===== config.mk =====
export PLATFORM = sky130hd
export DESIGN_NAME = jt51_timer_bank
export DESIGN_NICKNAME = d
export VERILOG_FILES = /design/src/rtl/jt51_timer_pkg.sv /design/src/rtl/jt51_timer_ch.sv /design/src/rtl/jt51_timer_bank.sv
export SDC_FILE = /design/constraint.sdc
export NUM_CORES = 1
export LEC_CHECK = 0
export ABC_CLOCK_PERIOD_IN_PS = 2300
export BUFFER_PORTS_ARGS = -buffer_cell sky130_fd_sc_hd__buf_2
export CAP_MARGIN = 10
export CELL_PAD_IN_SITES_DETAIL_PLACEMENT = 0
export CELL_PAD_IN_SITES_GLOBAL_PLACEMENT = 1
export CORE_ASPECT_RATIO = 0.8
export CORE_UTILIZATION = 41
export CTS_CLUSTER_DIAMETER = 200
export DETAILED_ROUTE_END_ITERATION = 12
export GPL_TIMING_DRIVEN = 0
export HOLD_SLACK_MARGIN = 0.12
export PLACE_DENSITY = 0.83
export SKIP_LAST_GASP = 1
export SLEW_MARGIN = 20
export SYNTH_ARGS = -nofsm -noshare
export SYNTH_HDL_FRONTEND = slang
export SYNTH_SLANG_ARGS = --single-unit

===== constraint.sdc =====
create_clock -name clk -period 2.3 [get_ports clk]
set_input_delay 0.46 -clock clk [delete_from_list [all_inputs] [get_ports clk]]
set_output_delay 0.46 -clock clk [all_outputs]
set_load 0.01 [all_outputs]

===== src/rtl/jt51_timer_pkg.sv =====
// jt51_timer_pkg: default geometry of the JT51 timer bank and the
// per-timer control bundle shared by the bank and its channels.
package jt51_timer_pkg;

  localparam int JT51_NT_DEF   = 2;
  localparam int JT51_W_DEF    = 10;
  localparam int JT51_PDIV_DEF = 16;

  typedef struct packed {
    logic load;
    logic auto_reload;
    logic irq_en;
    logic clr_flag;
  } timer_ctrl_t;

endpackage


===== src/rtl/jt51_timer_ch.sv =====
// jt51_timer_ch: one up-counting timer channel. It holds the load edge
// detector, the counter, running, sticky flag and the one-clk overflow.
// Ports: clk, rst (sync, high), cen_i, tick_i (shared prescaler tick),
//   value_i (preset), ctrl_i (load/auto_reload/irq_en/clr_flag),
//   flag_o, overflow_o, running_o, irq_req_o (flag & irq_en).
module jt51_timer_ch
  import jt51_timer_pkg::*;
#(
  parameter int W = JT51_W_DEF
) (
  input  logic         clk,
  input  logic         rst,
  input  logic         cen_i,
  input  logic         tick_i,
  input  logic [W-1:0] value_i,
  input  timer_ctrl_t  ctrl_i,
  output logic         flag_o,
  output logic         overflow_o,
  output logic         running_o,
  output logic         irq_req_o
);

  logic [W-1:0] cnt_q, cnt_d;
  logic         ld_q, ld_d;
  logic         run_q, run_d;
  logic         flag_q, flag_d;
  logic         ovf_q, ovf_d;
  logic         rise, fall, adv;

  always_comb begin
    rise   = cen_i & ctrl_i.load & ~ld_q;
    fall   = cen_i & ~ctrl_i.load & ld_q;
    // load edges take precedence over a coincident tick
    adv    = tick_i & run_q & ~rise & ~fall;
    ld_d   = cen_i ? ctrl_i.load : ld_q;
    cnt_d  = cnt_q;
    run_d  = run_q;
    ovf_d  = 1'b0;
    unique case (1'b1)
      rise: begin
        cnt_d = value_i;
        run_d = 1'b1;
      end
      fall: begin
        run_d = 1'b0;
      end
      adv: begin
        if (&cnt_q) begin
          ovf_d = 1'b1;
          cnt_d = value_i;
          run_d = ctrl_i.auto_reload;
        end else begin
          cnt_d = cnt_q + 1'b1;
        end
      end
      default: ;
    endcase
    // a new overflow beats a simultaneous clear
    flag_d = ovf_d | (flag_q & ~ctrl_i.clr_flag);
  end

  always_ff @(posedge clk) begin
    if (rst) begin
      cnt_q  <= '0;
      ld_q   <= 1'b0;
      run_q  <= 1'b0;
      flag_q <= 1'b0;
      ovf_q  <= 1'b0;
    end else begin
      cnt_q  <= cnt_d;
      ld_q   <= ld_d;
      run_q  <= run_d;
      flag_q <= flag_d;
      ovf_q  <= ovf_d;
    end
  end

  assign flag_o     = flag_q;
  assign overflow_o = ovf_q;
  assign running_o  = run_q;
  assign irq_req_o  = flag_q & ctrl_i.irq_en;

endmodule


===== src/rtl/jt51_timer_bank.sv =====
// jt51_timer_bank: NT up-counting timers sharing one cen prescaler,
// with sticky flags and a registered active-low combined IRQ.
// Ports: clk, rst (sync, high), cen, value[NT*W], load, auto_reload,
//   irq_en, clr_flag (per timer) -> flag, overflow, running, irq_n.
// Option JT51_TIMER_CSM_EN adds csm (in) and csm_kon (out): a key-on
//   pulse coincident with overflow[0] while csm is high.
module jt51_timer_bank
  import jt51_timer_pkg::*;
#(
  parameter int NT   = JT51_NT_DEF,
  parameter int W    = JT51_W_DEF,
  parameter int PDIV = JT51_PDIV_DEF
) (
  input  logic            clk,
  input  logic            rst,
  input  logic            cen,
  input  logic [NT*W-1:0] value,
  input  logic [NT-1:0]   load,
  input  logic [NT-1:0]   auto_reload,
  input  logic [NT-1:0]   irq_en,
  input  logic [NT-1:0]   clr_flag,
  output logic [NT-1:0]   flag,
  output logic [NT-1:0]   overflow,
  output logic [NT-1:0]   running,
  output logic            irq_n
`ifdef JT51_TIMER_CSM_EN
  ,
  input  logic            csm,
  output logic            csm_kon
`endif
);

  localparam int PW = (PDIV > 1) ? $clog2(PDIV) : 1;
  localparam logic [PW-1:0] PLAST = PW'(PDIV - 1);

  logic [PW-1:0] psc_q, psc_d;
  logic          tick;
  logic          irq_n_q, irq_n_d;
  logic [NT-1:0] irq_req;

  always_comb begin
    tick    = cen & (psc_q == PLAST);
    psc_d   = psc_q;
    if (cen) begin
      psc_d = (psc_q == PLAST) ? '0 : psc_q + 1'b1;
    end
    irq_n_d = ~|irq_req;
  end

  always_ff @(posedge clk) begin
    if (rst) begin
      psc_q   <= '0;
      irq_n_q <= 1'b1;
    end else begin
      psc_q   <= psc_d;
      irq_n_q <= irq_n_d;
    end
  end

  assign irq_n = irq_n_q;

  for (genvar i = 0; i < NT; i++) begin : g_ch
    timer_ctrl_t ctrl;

    assign ctrl = '{
      load:        load[i],
      auto_reload: auto_reload[i],
      irq_en:      irq_en[i],
      clr_flag:    clr_flag[i]
    };

    jt51_timer_ch #(
      .W(W)
    ) u_ch (
      .clk        (clk),
      .rst        (rst),
      .cen_i      (cen),
      .tick_i     (tick),
      .value_i    (value[i*W +: W]),
      .ctrl_i     (ctrl),
      .flag_o     (flag[i]),
      .overflow_o (overflow[i]),
      .running_o  (running[i]),
      .irq_req_o  (irq_req[i])
    );
  end

`ifdef JT51_TIMER_CSM_EN
  // overflow[0] is already a one-clk registered pulse, so gating it
  // keeps csm_kon exactly aligned and zero through reset
  assign csm_kon = csm & overflow[0];
`endif

endmodule


# After elaboration in Yosys (flattened, before gate mapping)
# Index checks and enable logic that the tools add are counted.
[word_totals]
reg_bits = 33
latchBits = 0
ramBits = 0
mem_bits_ro = 0
inputBits = 31
memories = 0
[classes]
addsub = 3
mul = 0
div = 0
n_lt_le_gt_ge = 0
n_eq_ne = 3
shifts = 0
n_mux = 13
bitwise = 31
reduce_logical = 10
[op_table]
columns = ["cell", "n"]
rows = [
  ["$pmux W10 S2", 2],
  ["$add A10 B1 Y10 const B", 2],
  ["$mux W10", 2],
  ["$reduce_and A10 Y1", 2],
  ["$and A1 B1 Y1", 19],
  ["$not A1 Y1", 10],
  ["$mux W1", 6],
  ["$pmux W1 S3", 2],
  ["$reduce_bool A3 Y1", 2],
  ["$add A4 B1 Y4 const B", 1],
  ["$eq A4 B4 Y1 const B", 1],
  ["$mux W4", 1],
  ["$ne A2 B2 Y1 const B", 2],
  ["$reduce_and A2 Y1", 2],
  ["$reduce_bool A2 Y1", 2],
  ["$or A1 B1 Y1", 2],
  ["$reduce_or A2 Y1", 1],
  ["$logic_not A1 Y1", 1],
]

# Longest topological paths before layout
# Gate-level depths: netlist of run 1.
[depth]
ltp_word = 7
mapped_depth = 7
mapped_depth_nobuf = 5

# Modules after synthesis
# Synthesis of run 1 repeated with hierarchy kept, for this count alone.
[unflattened]
hier_cells = 235
area_unflattened_um2 = 1913.1
[modules_own_cells]
columns = ["mod", "n_inst", "cells_each", "area_per_inst_um2", "seq_area_each_um2"]
rows = [
  ["jt51_timer_ch", 2, 107, 853.3, 280.3],
  ["jt51_timer_bank", 1, 21, 206.4, 100.1],
]

# Least setup slack after synthesis of run 1
# Ideal clock, no wire load.
[synth_path]
path_type = "flip-flop to flip-flop"
from = "register psc_q[0]"
to = "register g_ch[0].u_ch.cnt_q[4]"
setup_ps = 119
t_arrival_ps = 1530
t_required_ps = 2181
path_slack_ps = 651
stages_incl_launch_ff = 6
synth_period_minus_slack_ps = 1649
path_cell_list = "dfxtp_1 ha_1 and4_4 a31oi_1 a31oi_1 o221a_2"
[synth_between]
elab_chain_len = 6
word_cells_on_any_way = 7
cone_classes = "eq/ne (1); mux (1); bitwise (4); reduce/logical (1)"
[synth_lines]
columns = ["item", "line_no", "rtl"]
rows = [
  ["from (decl)", "jt51_timer_bank.sv:36", "logic [PW-1:0] psc_q, psc_d;"],
  ["from (signal assigned)", "jt51_timer_bank.sv:55", "psc_q <= psc_d;"],
  ["$eq A4 B4 Y1 (*)", "jt51_timer_bank.sv:42", "tick = cen & (psc_q == PLAST);"],
  ["$and A1 B1 Y1 (*)", "jt51_timer_bank.sv:42", ""],
  ["$and A1 B1 Y1 (*) (3 in series)", "jt51_timer_ch.sv:34", "adv = tick_i & run_q & ~rise & ~fall;"],
  ["$pmux W10 S2 or $reduce_bool A2 Y1 (tied branches)", "--", ""],
  ["to (signal assigned)", "jt51_timer_ch.sv:70", "cnt_q <= cnt_d;"],
  ["to (decl)", "jt51_timer_ch.sv:23", "logic [W-1:0] cnt_q, cnt_d;"],
]
# Mark *: on every way between the ends. The rest lies on a longest branch, timed or not.
# A chain may end at the register's enable or synchronous reset.

# Worst setup path after layout of run 1
[layout_path]
from = "register g_ch[1].u_ch.cnt_q[0]"
to = "register g_ch[1].u_ch.run_q"
[layout_between]
elab_chain_len = 3
[layout_lines]
columns = ["item", "line_no", "rtl"]
rows = [
  ["from (decl)", "jt51_timer_ch.sv:23", ""],
  ["from (signal assigned)", "jt51_timer_ch.sv:70", ""],
  ["$reduce_and A10 Y1", "jt51_timer_ch.sv:48", "if (&cnt_q) begin"],
  ["$ne A2 B2 Y1 (no line)", "--", ""],
  ["$reduce_and A2 Y1 (no line)", "--", ""],
  ["to (signal assigned)", "jt51_timer_ch.sv:72", "run_q <= run_d;"],
  ["to (decl)", "jt51_timer_ch.sv:25", "logic run_q, run_d;"],
]
# Every way passes these cells.

==> flow_summary_export.csv, run 1 <==
group,metric,value,unit
run_status,outcome,"finished with violations",
run_status,violations,"design-rule violations",
floorplanning,die-area,5660,um2
layout,fin_cells,383,
yosys,yosysUniqueCellTypes,52,
worst_setup_path,crit_buf_inv,1,
sta,period_needed,2.10,ns
layout,n_antenna_cell,0,
yosys,synth-edff-count,0,
global_routing,grt_pass1_wl,10600,um
yosys,synth_xor_area_share,1.19,%
flow_run,cap_violations,0,
worst_setup_path,ff2ff_setup_slack,0.20,ns
worst_setup_path,max_stage_delay,0.43,ns
min_path,holdPathStages,2,
layout,final_area,2540,um2
yosys,async_flop_share,0,%
sta,setup_viol,0,
clocking,clkSinkCount,33,
worst_setup_path,slowest_stage,"dfxtp_1",
sta,slew_headroom,46.9,%
yosys,synth_top_flop_cell,"dfxtp_1",
sta,finalSetupTns,0,ns
clocking,hold_buffers,0,
route,wl_met2,2640,um
worst_setup_path,reg2regPathDepth,6,
layout,fin_util,49.9,%
route,drc,4,
worst_setup_path,crit_path_start_kind,"register",
global_routing,grt_pass1_vias,2118,
route,dr_total_vias,2413,
min_path,hold_path_class,"primary input to register",
place,dp.final_hpwl,4610,um
sta,skew,0.00911,ns
route,wl,6430,um
power_and_ir_drop,p_leak,0.951,nW
floorplanning,fp.dieW,83.9,um
route,firstDrtPassIters,9,
clocking,clkTransAtPathRegs,0.07,ns
sta,fin_crit_sh,91.2,%
floorplanning,io_pins,38,
layout,nNetsFinal,354,
route,viasPerCell,6.30,
sta,drv_slew,0,
yosys,synth_top_family_by_area,"simple AND/OR/NAND/NOR gates",
floorplanning,rows,23,
route,wl_per_cell,16.8,um
sta,hold_viol_final,0,
global_routing,grt_antenna_before_repair,0,
worst_setup_path,end_kind,"register",
min_path,min_from,"value[6]",
place,gp_congestion,0.838,
worst_setup_path,required,2.43,ns
yosys,synth_mux_area_share,0.967,%
worst_setup_path,crit_type,"register to register",
power_and_ir_drop,peakVddDrop,0.315,mV
yosys,seq_area_frac_synth,30.0,%
clocking,tritoncts,"yes",
route,wl_met1,3270,um
yosys,synthesis.nets,310,
power_and_ir_drop,total_power,0.00126,W
global_routing,grt_usage,24.0,%
yosys,syn-mean-instance-area,7.97,um2
place,placed_area,2460,um2
sta,max_freq,477,MHz
clocking,root_buffer,"clkbuf_8",
place,dp.cells,375,
route,highest_layer,"met4",
power_and_ir_drop,powerDensity,495,nW/um2
sta,rsz0062_at_grt,"no",
floorplanning,die_y,67.5,um
clocking,cts_buffers,5,
layout,drive_gt1_share,21.5,%
place,io_buffers,37,
clocking,cts_resized,0,
yosys,syn-cell-area,2200,um2
route,antenna_left,0,
clocking,htreeDepth,2,
worst_setup_path,crit_arrival,2.22,ns
yosys,ys_warn_count,0,
yosys,synthCells,276,
sta,worst_slew_pin_slew,0.793,ns
floorplanning,core,5090,um2
yosys,synth.ff_latch_count,33,
worst_setup_path,path_delay_family,"compound AO/OA/AOI/OAI gates",
worst_setup_path,worstReg2RegStart,"g_ch[1].u_ch.cnt_q[0]",
clocking,cts_max_path_buffers,2,
worst_setup_path,path_cells,"ha_1, and3_1, nand3_1, clkbuf_1, o32ai_1, o311ai_0",
clocking,post_cts_buffers,0,
yosys,synth_compound_area_share,24.4,%
min_path,min_to,"g_ch[0].u_ch.cnt_q[6]",
global_routing,grt_max_degree,11,
worst_setup_path,regToRegEndpoint,"g_ch[1].u_ch.running_o",
layout,syn2layout_area_growth,15.6,%
floorplanning,initial_core_util,43.2,%
clocking,insertion_delay,0.28,ns
route,drt_iter0_drc,192,
global_routing,overflow,0,
route,dr_wl_met3,460,um
yosys,yosys.area_share.simple,34.2,%
worst_setup_path,worstPathMaxFanout,10,
yosys,synthAdderAreaFrac,1.71,%
==> power breakdown <==
| group | switching, W | total [W] | internal, W | leakage (nW) |
|---|---|---|---|---|
| Combinational | 0.000103 | 0.000187 | 0.0000832 | 0.641 |
| Clock | 0.000214 | 0.000430 | 0.000215 | 0.0395 |
| Sequential | 0.0000412 | 0.000641 | 0.000600 | 0.270 |
==> cells by family (layout without fill, tap and decap cells) <==
| logic type | Yosys count | in the layout |
|---|---|---|
| AOI/OAI and AO/OA | 70 | 70 |
| xor gates and xnor gates | 3 | 3 |
| adders and majority gates | 3 | 3 |
| buffers and inverters | 32 | 77 |
| DFF | 33 | 33 |
| muxes | 2 | 2 |
| and+or+nand+nor | 133 | 133 |
==> how the worst max path moves through the flow <==
| stage | cells past startpoint | startpoint | end | slack [ns] |
|---|---|---|---|---|
| 2_1_floorplan | 5 | psc_q[0] | g_ch[0].u_ch.cnt_q[4] | 0.65 |
| 3_3_place_gp | 6 | cen | g_ch[0].u_ch.cnt_q[4] | 0.23 |
| 3_5_place_dp | 6 | cen | g_ch[0].u_ch.cnt_q[4] | 0.26 |
| 4_1_cts | 6 | g_ch[1].u_ch.cnt_q[0] | g_ch[1].u_ch.running_o | 0.27 |
| 5_1_grt | 6 | g_ch[1].u_ch.cnt_q[0] | g_ch[1].u_ch.running_o | 0.10 |
| 6_report | 6 | g_ch[1].u_ch.cnt_q[0] | g_ch[1].u_ch.running_o | 0.20 |
==> synthesized netlist by cell type, types with 6 or more instances <==
| cell type | count | area, um2 |
|---|---|---|
| and3_1 | 7 | 43.8 |
| a21oi_1 | 14 | 70.1 |
| buf_2 | 8 | 40.0 |
| nand3_1 | 20 | 100 |
| nand2_1 | 22 | 82.6 |
| clkbuf_1 | 9 | 33.8 |
| o21ai_0 | 9 | 45.0 |
| dfxtp_1 | 33 | 661 |
| nor2b_1 | 7 | 43.8 |
| nand4_1 | 24 | 150 |
| o2111ai_1 | 13 | 114 |
| buf_4 | 9 | 67.6 |
| inv_1 | 6 | 22.5 |
| nor2_1 | 12 | 45.0 |
| nor3_1 | 8 | 40.0 |
==> through the flow <==
| step | worst slack (ns) | hold slack (ns) |
|---|---|---|
| finish | 0.203 | 0.419 |
| detailed placement | 0.260 | 0.483 |
| CTS | 0.270 | 0.417 |
| global route | 0.104 | 0.412 |
| global placement | 0.234 | 0.479 |
| floorplan | 0.651 | 0.463 |
==> area by class of cell <==
class	count	area (um2)
Timing Repair Buffer	37	185
Fill cell	516	2550
Sequential cell	33	661
Inverter	6	22.5
Clock buffer	8	80.1
Multi-Input combinational cell	211	1380
Tap cell	62	77.6
Buffer	26	141
==> registers in the layout (all words and copies together) (netlist names) <==
| register | count |
|---|---|
| g_ch.u_ch.cnt_q | 20 |
| g_ch.u_ch.flag_o | 2 |
| g_ch.u_ch.ld_q | 2 |
| g_ch.u_ch.overflow_o | 2 |
| g_ch.u_ch.running_o | 2 |
| irq_n | 1 |
| psc_q | 4 |
==> layer usage <==
metal | track usage [%] | vias up
met2 | 36.1 | 99
met5 | 0 | -
met4 | 5.60 | 0
met1 | 35.3 | 1132
met3 | 4.65 | 8
li1 | - | 1174
==> cell usage in the layout (no fill, tap or decap), types with 3 or more instances in the layout <==
master / n
buf_2: 45
dfxtp_1: 33
nand4_1: 24
nand2_1: 22
nand3_1: 20
a21oi_1: 14
o2111ai_1: 13
clkbuf_1: 12
nor2_1: 12
buf_4: 9
o21ai_0: 9
nor3_1: 8
nor2b_1: 7
and3_1: 7
inv_1: 6
nand2b_1: 5
a311oi_1: 5
nor4_1: 5
clkbuf_8: 5
and4_1: 4
nor3b_1: 4
and2_1: 3
o31a_1: 3
o32ai_1: 3
or3_1: 3
ha_1: 3
Note: power is estimated with default switching activity, not from simulation.
==> run 2: changes to the inputs <==
- ABC_AREA: unset -> 1
- CORE_UTILIZATION: 41 -> 39
- PLACE_DENSITY: 0.83 -> 0.84
==> flow_summary_export.csv, run 2 <==
group,metric,value,unit
run_status,outcome,"finished with violations",
run_status,violations,"design-rule violations",
route,wl_per_cell,10.4,um
yosys,seq_area_frac_synth,30.0,%
worst_setup_path,reg2regPathDepth,9,
yosys,netlist.area_leader.share,30.0,%
layout,syn2layout_area_growth,16.8,%
route,wl,4930,um
layout,largest_reg_flops,20,
power_and_ir_drop,p_leak,1.41,nW
sta,period_needed,1.68,ns
global_routing,grt_max_degree,11,
yosys,syn-cell-area,2200,um2
worst_setup_path,ff2ff_setup_slack,0.62,ns
route,drt_iter0_drc,88,
place,dp.final_hpwl,3740,um
worst_setup_path,required,2.47,ns
layout,multi_input_area,1200,um2
layout,fill_cells,577,
layout,reg_top3,"g_ch.u_ch.cnt_q x20, psc_q x4",
layout,nNetsFinal,428,
min_path,hold_path_class,"primary input to register",
layout,top_register,"g_ch.u_ch.cnt_q",
sta,skew,0.00250,ns
place,io_buffers,37,
worst_setup_path,end_kind,"register",
yosys,synthCells,350,
yosys,ys_warn_count,0,
min_path,min_to,"g_ch[1].u_ch.flag_o",
floorplanning,rows,24,
place,gp_congestion,0.833,
layout,drive_gt1_share,17.5,%
yosys,yosys.area.top_type,"dfxtp_1",
global_routing,grt_usage,17.7,%
yosys,netlist_top_cells_count,"nand2_1, inv_1, nand3_1, dfxtp_1, nor2_1",
clocking,root_buffer,"clkbuf_8",
yosys,synthesis.nets,384,
worst_setup_path,crit_arrival,1.86,ns
worst_setup_path,crit_type,"register to register",
floorplanning,die-area,5960,um2
global_routing,grt_pass1_wl,8500,um
layout,regArea,661,um2
clocking,clkSinkCount,33,
sta,max_freq,594,MHz
yosys,yosysUniqueCellTypes,27,
layout,layout_commonest_cell,"nand2_1",
yosys,synth-edff-count,0,
floorplanning,die_y,69.2,um
sta,worst_slew_pin_slew,0.491,ns
floorplanning,fp.dieW,86.0,um
min_path,min_from,"clr_flag[1]",
flow_run,cap_violations,0,
route,drc,1,
clocking,cts_max_path_buffers,2,
route,antenna_left,0,
clocking,hold_buffers,0,
route,firstDrtPassIters,8,
route,dr_total_vias,2170,
global_routing,grt_pass1_vias,1900,
yosys,ys_top_cells_by_area,"dfxtp_1, nand2_1, inv_1",
worst_setup_path,worstReg2RegStart,"psc_q[0]",
min_path,holdPathStages,2,
clocking,clkTransAtPathRegs,0.07,ns
sta,finalSetupTns,0,ns
layout,n_antenna_cell,0,
sta,slew_headroom,67.3,%
floorplanning,initial_core_util,40.5,%
floorplanning,core,5440,um2
clocking,cts_resized,0,
yosys,syn-mean-instance-area,6.30,um2
power_and_ir_drop,powerDensity,494,nW/um2
power_and_ir_drop,peakVddDrop,0.266,mV
yosys,yosysMostFrequentCell,"nand2_1",
clocking,insertion_delay,0.28,ns
yosys,synth.ff_latch_count,33,
layout,final_cell_mix,"nand2_1, inv_1, nand3_1",
clocking,htreeDepth,2,
sta,setup_viol,0,
sta,hold_viol_final,0,
worst_setup_path,regToRegEndpoint,"g_ch[1].u_ch.cnt_q[5]",
clocking,tritoncts,"yes",
sta,fin_crit_sh,73.2,%
floorplanning,io_pins,38,
sta,holdWs,0.378,ns
route,viasPerCell,4.60,
sta,drv_slew,0,
global_routing,overflow,0,
worst_setup_path,crit_path_start_kind,"register",
global_routing,grt_antenna_before_repair,0,
worst_setup_path,worstPathMaxFanout,10,
clocking,cts_buffers,5,
yosys,async_flop_share,0,%
sta,rsz0062_at_grt,"no",
clocking,post_cts_buffers,0,
yosys,synth_top_flop_cell,"dfxtp_1",
run 2: changes by cell type in the layout (fill, tap and decap cells not counted), moves of 6 or more:
| cell | delta |
|---|---|
| nor2_1 | +13 |
| inv_1 | +57 |
| xor2_1 | +7 |
| and3_1 | -7 |
| nand2_1 | +87 |
| buf_2 | -7 |
| nor2b_1 | -7 |
| a21oi_1 | -9 |
| clkbuf_1 | -9 |
| nand3_1 | +22 |
| nand4_1 | -20 |
| o2111ai_1 | -13 |
| nand3b_1 | +6 |
run 2: worst max path at each step:
stage	from	to	slack, ns	cells past startpoint
2_1_floorplan	psc_q[0]	g_ch[1].u_ch.cnt_q[5]	0.84	9
3_3_place_gp	cen	g_ch[0].u_ch.cnt_q[6]	0.49	9
3_5_place_dp	cen	g_ch[0].u_ch.cnt_q[7]	0.49	9
4_1_cts	psc_q[0]	g_ch[1].u_ch.cnt_q[5]	0.61	9
5_1_grt	psc_q[0]	g_ch[0].u_ch.cnt_q[7]	0.36	8
6_report	psc_q[0]	g_ch[1].u_ch.cnt_q[5]	0.62	9
run 2: per-stage QoR:
step	instances	utilization (%)	instance area [um2]	worst slack, ns	total power (W)
global route	472	47.3	2570	0.365	0.00135
global placement	465	45.7	2490	0.493	0.000841
detailed placement	465	45.7	2490	0.487	0.000843
finish	472	47.3	2570	0.617	0.00127
floorplan	350	-	2200	0.838	0.000780
CTS	472	47.3	2570	0.612	0.00129
run 2: final cells by class:
cell class                 count  share of cell area (%)
multi-input combinational    240                    46.5
clock buffer                   7                    3.36
buffer                        14                    4.28
tap                           78                    3.79
inverter                      63                    9.19
sequential                    33                    25.7
timing repair buffer          37                    7.20
run 2: critical path, stage by stage, from the launching register on:
cell	delay, ns
dfxtp_1	0.36
ha_1	0.22
nand3_1	0.15
nor2_4	0.18
nand3_4	0.18
nand2_2	0.15
buf_6	0.15
nand2_1	0.06
nor2_1	0.08
nor2_1	0.05
run 2: kinds of logic after synthesis:
family,count (synthesis),synth area share [%]
buffers and inverters,77,15.7
and+or+nand+nor,206,43.1
AOI/OAI and AO/OA,22,5.91
adders and majority gates,3,1.70
xor gates and xnor gates,9,3.58
DFF,33,30.0
run 2: per-layer routing:
layer | vias to the layer above | part of all wire (%) | GRT usage (%)
met4 | 0 | 0.30 | 3.33
met2 | 48 | 41 | 27.2
met5 | - | 0 | 0
li1 | 1168 | - | -
met3 | 2 | 4.8 | 4.88
met1 | 952 | 54 | 25.0
run 2: power breakdown:
part	total (W)	switching, W	internal (W)
Combinational	0.000196	0.000109	0.0000866
Sequential	0.000635	0.0000304	0.000605
Clock	0.000440	0.000203	0.000237
Total	0.00127	0.000342	0.000929
==> run 3: changes to the inputs <==
- ABC_AREA: 1 -> 0
- ABC_CLOCK_PERIOD_IN_PS: 2300 -> 1430
- CORE_UTILIZATION: 39 -> 37
- PLACE_DENSITY: 0.84 -> 0.8
- clock period: 2.3 -> 1.43 ns (I/O delays scaled with it)
==> flow_summary_export.csv, run 3 (synthesized netlist as in run 1, its figures left out) <==
group,metric,value,unit
run_status,outcome,"finished with violations",
run_status,violations,"negative setup slack",
sta,rsz0062_at_grt,"yes",
floorplanning,die_y,71.0,um
clocking,clkSinkCount,33,
route,drt_iter0_drc,157,
layout,fill_cells,487,
power_and_ir_drop,p_leak,1.28,nW
clocking,cts_buffers,5,
global_routing,grt_pass1_wl,12500,um
route,wl_per_cell,17.5,um
layout,layout_commonest_cell,"buf_2",
global_routing,grt_pass1_vias,2467,
sta,setup_viol,23,
worst_setup_path,reg2regPathDepth,5,
power_and_ir_drop,swShare,28.4,%
worst_setup_path,worstReg2RegStart,"g_ch[0].u_ch.cnt_q[0]",
layout,nNetsFinal,392,
layout,largest_reg_flops,20,
place,io_buffers,37,
route,drc,0,
clocking,htreeDepth,2,
global_routing,grt_max_degree,12,
layout,final_cell_mix,"buf_2, buf_4, nand4_1",
floorplanning,rows,24,
worst_setup_path,end_kind,"register",
power_and_ir_drop,powerDensity,707,nW/um2
route,viasPerCell,5.92,
route,wl,7660,um
sta,fin_crit_sh,114,%
sta,worst_slew_pin_slew,0.774,ns
layout,fin_cells,437,
route,firstDrtPassIters,5,
global_routing,grt_antenna_before_repair,0,
power_and_ir_drop,comb_power_share,17.3,%
floorplanning,core,5590,um2
layout,fin_util,60.7,%
power_and_ir_drop,p_sw,0.000681,W
worst_setup_path,ff2ff_setup_slack,-0.20,ns
sta,drv_slew,0,
layout,top_register,"g_ch.u_ch.cnt_q",
clocking,insertion_delay,0.30,ns
sta,period_needed,1.63,ns
layout,drive_gt1_share,48.5,%
floorplanning,fp.dieW,88.2,um
route,dr_total_vias,2589,
worst_setup_path,worstPathMaxFanout,4,
layout,final_area,3390,um2
power_and_ir_drop,peakVddDrop,0.522,mV
worst_setup_path,crit_type,"register to register",
place,dp.cells,391,
power_and_ir_drop,pwr-share-clk,39.5,%
layout,reg_top3,"g_ch.u_ch.cnt_q x20, psc_q x4",
worst_setup_path,crit_buf_inv,0,
worst_setup_path,crit_path_start_kind,"register",
worst_setup_path,path_delay_family,"simple AND/OR/NAND/NOR gates",
clocking,root_buffer,"clkbuf_8",
power_and_ir_drop,p_int,0.00172,W
sta,hold_viol_final,0,
place,dp.final_hpwl,4650,um
clocking,clkTransAtPathRegs,0.07,ns
worst_setup_path,slowest_stage,"or4_1",
sta,slew_headroom,48.4,%
layout,n_antenna_cell,0,
worst_setup_path,path_cells,"ha_4, and4_4, and3_4, or4_1, a21oi_1",
power_and_ir_drop,seqPwrFrac,43.1,%
worst_setup_path,crit_arrival,1.86,ns
flow_run,cap_violations,0,
global_routing,overflow,0,
clocking,tritoncts,"yes",
sta,max_freq,613,MHz
min_path,holdPathStages,2,
min_path,min_from,"value[6]",
power_and_ir_drop,total_power,0.00240,W
min_path,hold_path_class,"primary input to register",
floorplanning,initial_core_util,39.4,%
place,gp_congestion,0.855,
place,placed_area,2610,um2
floorplanning,io_pins,38,
global_routing,grt_usage,25.6,%
layout,syn2layout_area_growth,54.2,%
min_path,min_to,"g_ch[0].u_ch.cnt_q[6]",
worst_setup_path,required,1.66,ns
floorplanning,die-area,6260,um2
worst_setup_path,max_stage_delay,0.50,ns
sta,fin_ws,-0.202,ns
sta,skew,0.00502,ns
route,antenna_left,0,
worst_setup_path,regToRegEndpoint,"g_ch[0].u_ch.cnt_q[9]",
clocking,cts_max_path_buffers,2,
-- run 3: cell types whose count changed in the layout (fill, tap and decap cells not counted), moves of 10 or more --
cell	previous run	this run
nand4_1	4	24
dfxtp_1	33	17
dfxtp_2	0	10
buf_4	7	35
nor2_1	25	12
nand3_1	42	18
nand2_1	109	18
inv_1	63	6
-- run 3: metal layers --
layer / track usage, % / part of all wire, %
met1: 38.8 / 48
met2: 36.6 / 43
met3: 4.32 / 7.2
met4: 7.89 / 1.2
met5: 0 / 0
-- run 3: how the worst max path moves through the flow --
stage,from,to,cells after the start
after CTS,g_ch[0].u_ch.cnt_q[0],g_ch[0].u_ch.cnt_q[9],5
after detailed placement,cen,g_ch[1].u_ch.cnt_q[8],7
final,g_ch[0].u_ch.cnt_q[0],g_ch[0].u_ch.cnt_q[9],5
after global routing,psc_q[1],g_ch[1].u_ch.cnt_q[9],6
after global placement,cen,g_ch[1].u_ch.cnt_q[8],7
after floorplan,psc_q[1],g_ch[0].u_ch.cnt_q[9],5
-- run 3: layout make-up --
type / instances / area [um2] / area share (%)
inverter: 6 / 22.5 / 0.664
clock buffer: 7 / 119 / 3.50
sequential: 33 / 696 / 20.5
tap: 78 / 97.6 / 2.88
clock inverter: 1 / 5.00 / 0.148
timing repair buffer: 76 / 520 / 15.3
buffer: 25 / 233 / 6.86
multi-input combinational: 211 / 1700 / 50.1
-- run 3: timing repair --
action,CTS,global route
pin swaps,23,23
gates cloned,5,0
gates resized for setup,55,42
hold buffers,0,0
setup endpoints to repair,26,32
buffers inserted,25,9
-- run 3: power by group through the flow --
| stage | logic (W) | clock network, W | registers [W] |
|---|---|---|---|
| after detailed placement | 0.000305 | 0 | 0.00105 |
| after floorplan | 0.000203 | 0 | 0.00103 |
| after CTS | 0.000380 | 0.000956 | 0.00102 |
| after global placement | 0.000301 | 0 | 0.00105 |
| final | 0.000416 | 0.000948 | 0.00103 |
| after global routing | 0.000453 | 0.00100 | 0.00104 |
-- run 3: stage by stage --
step / setup slack, ns / setup TNS [ns] / hold slack (ns)
after floorplan: -0.0811 / -0.573 / 0.451
after global placement: -0.362 / -6.67 / 0.480
after detailed placement: -0.379 / -7.00 / 0.482
after CTS: -0.185 / -2.45 / 0.241
after global routing: -0.231 / -4.05 / 0.246
final: -0.202 / -2.32 / 0.241
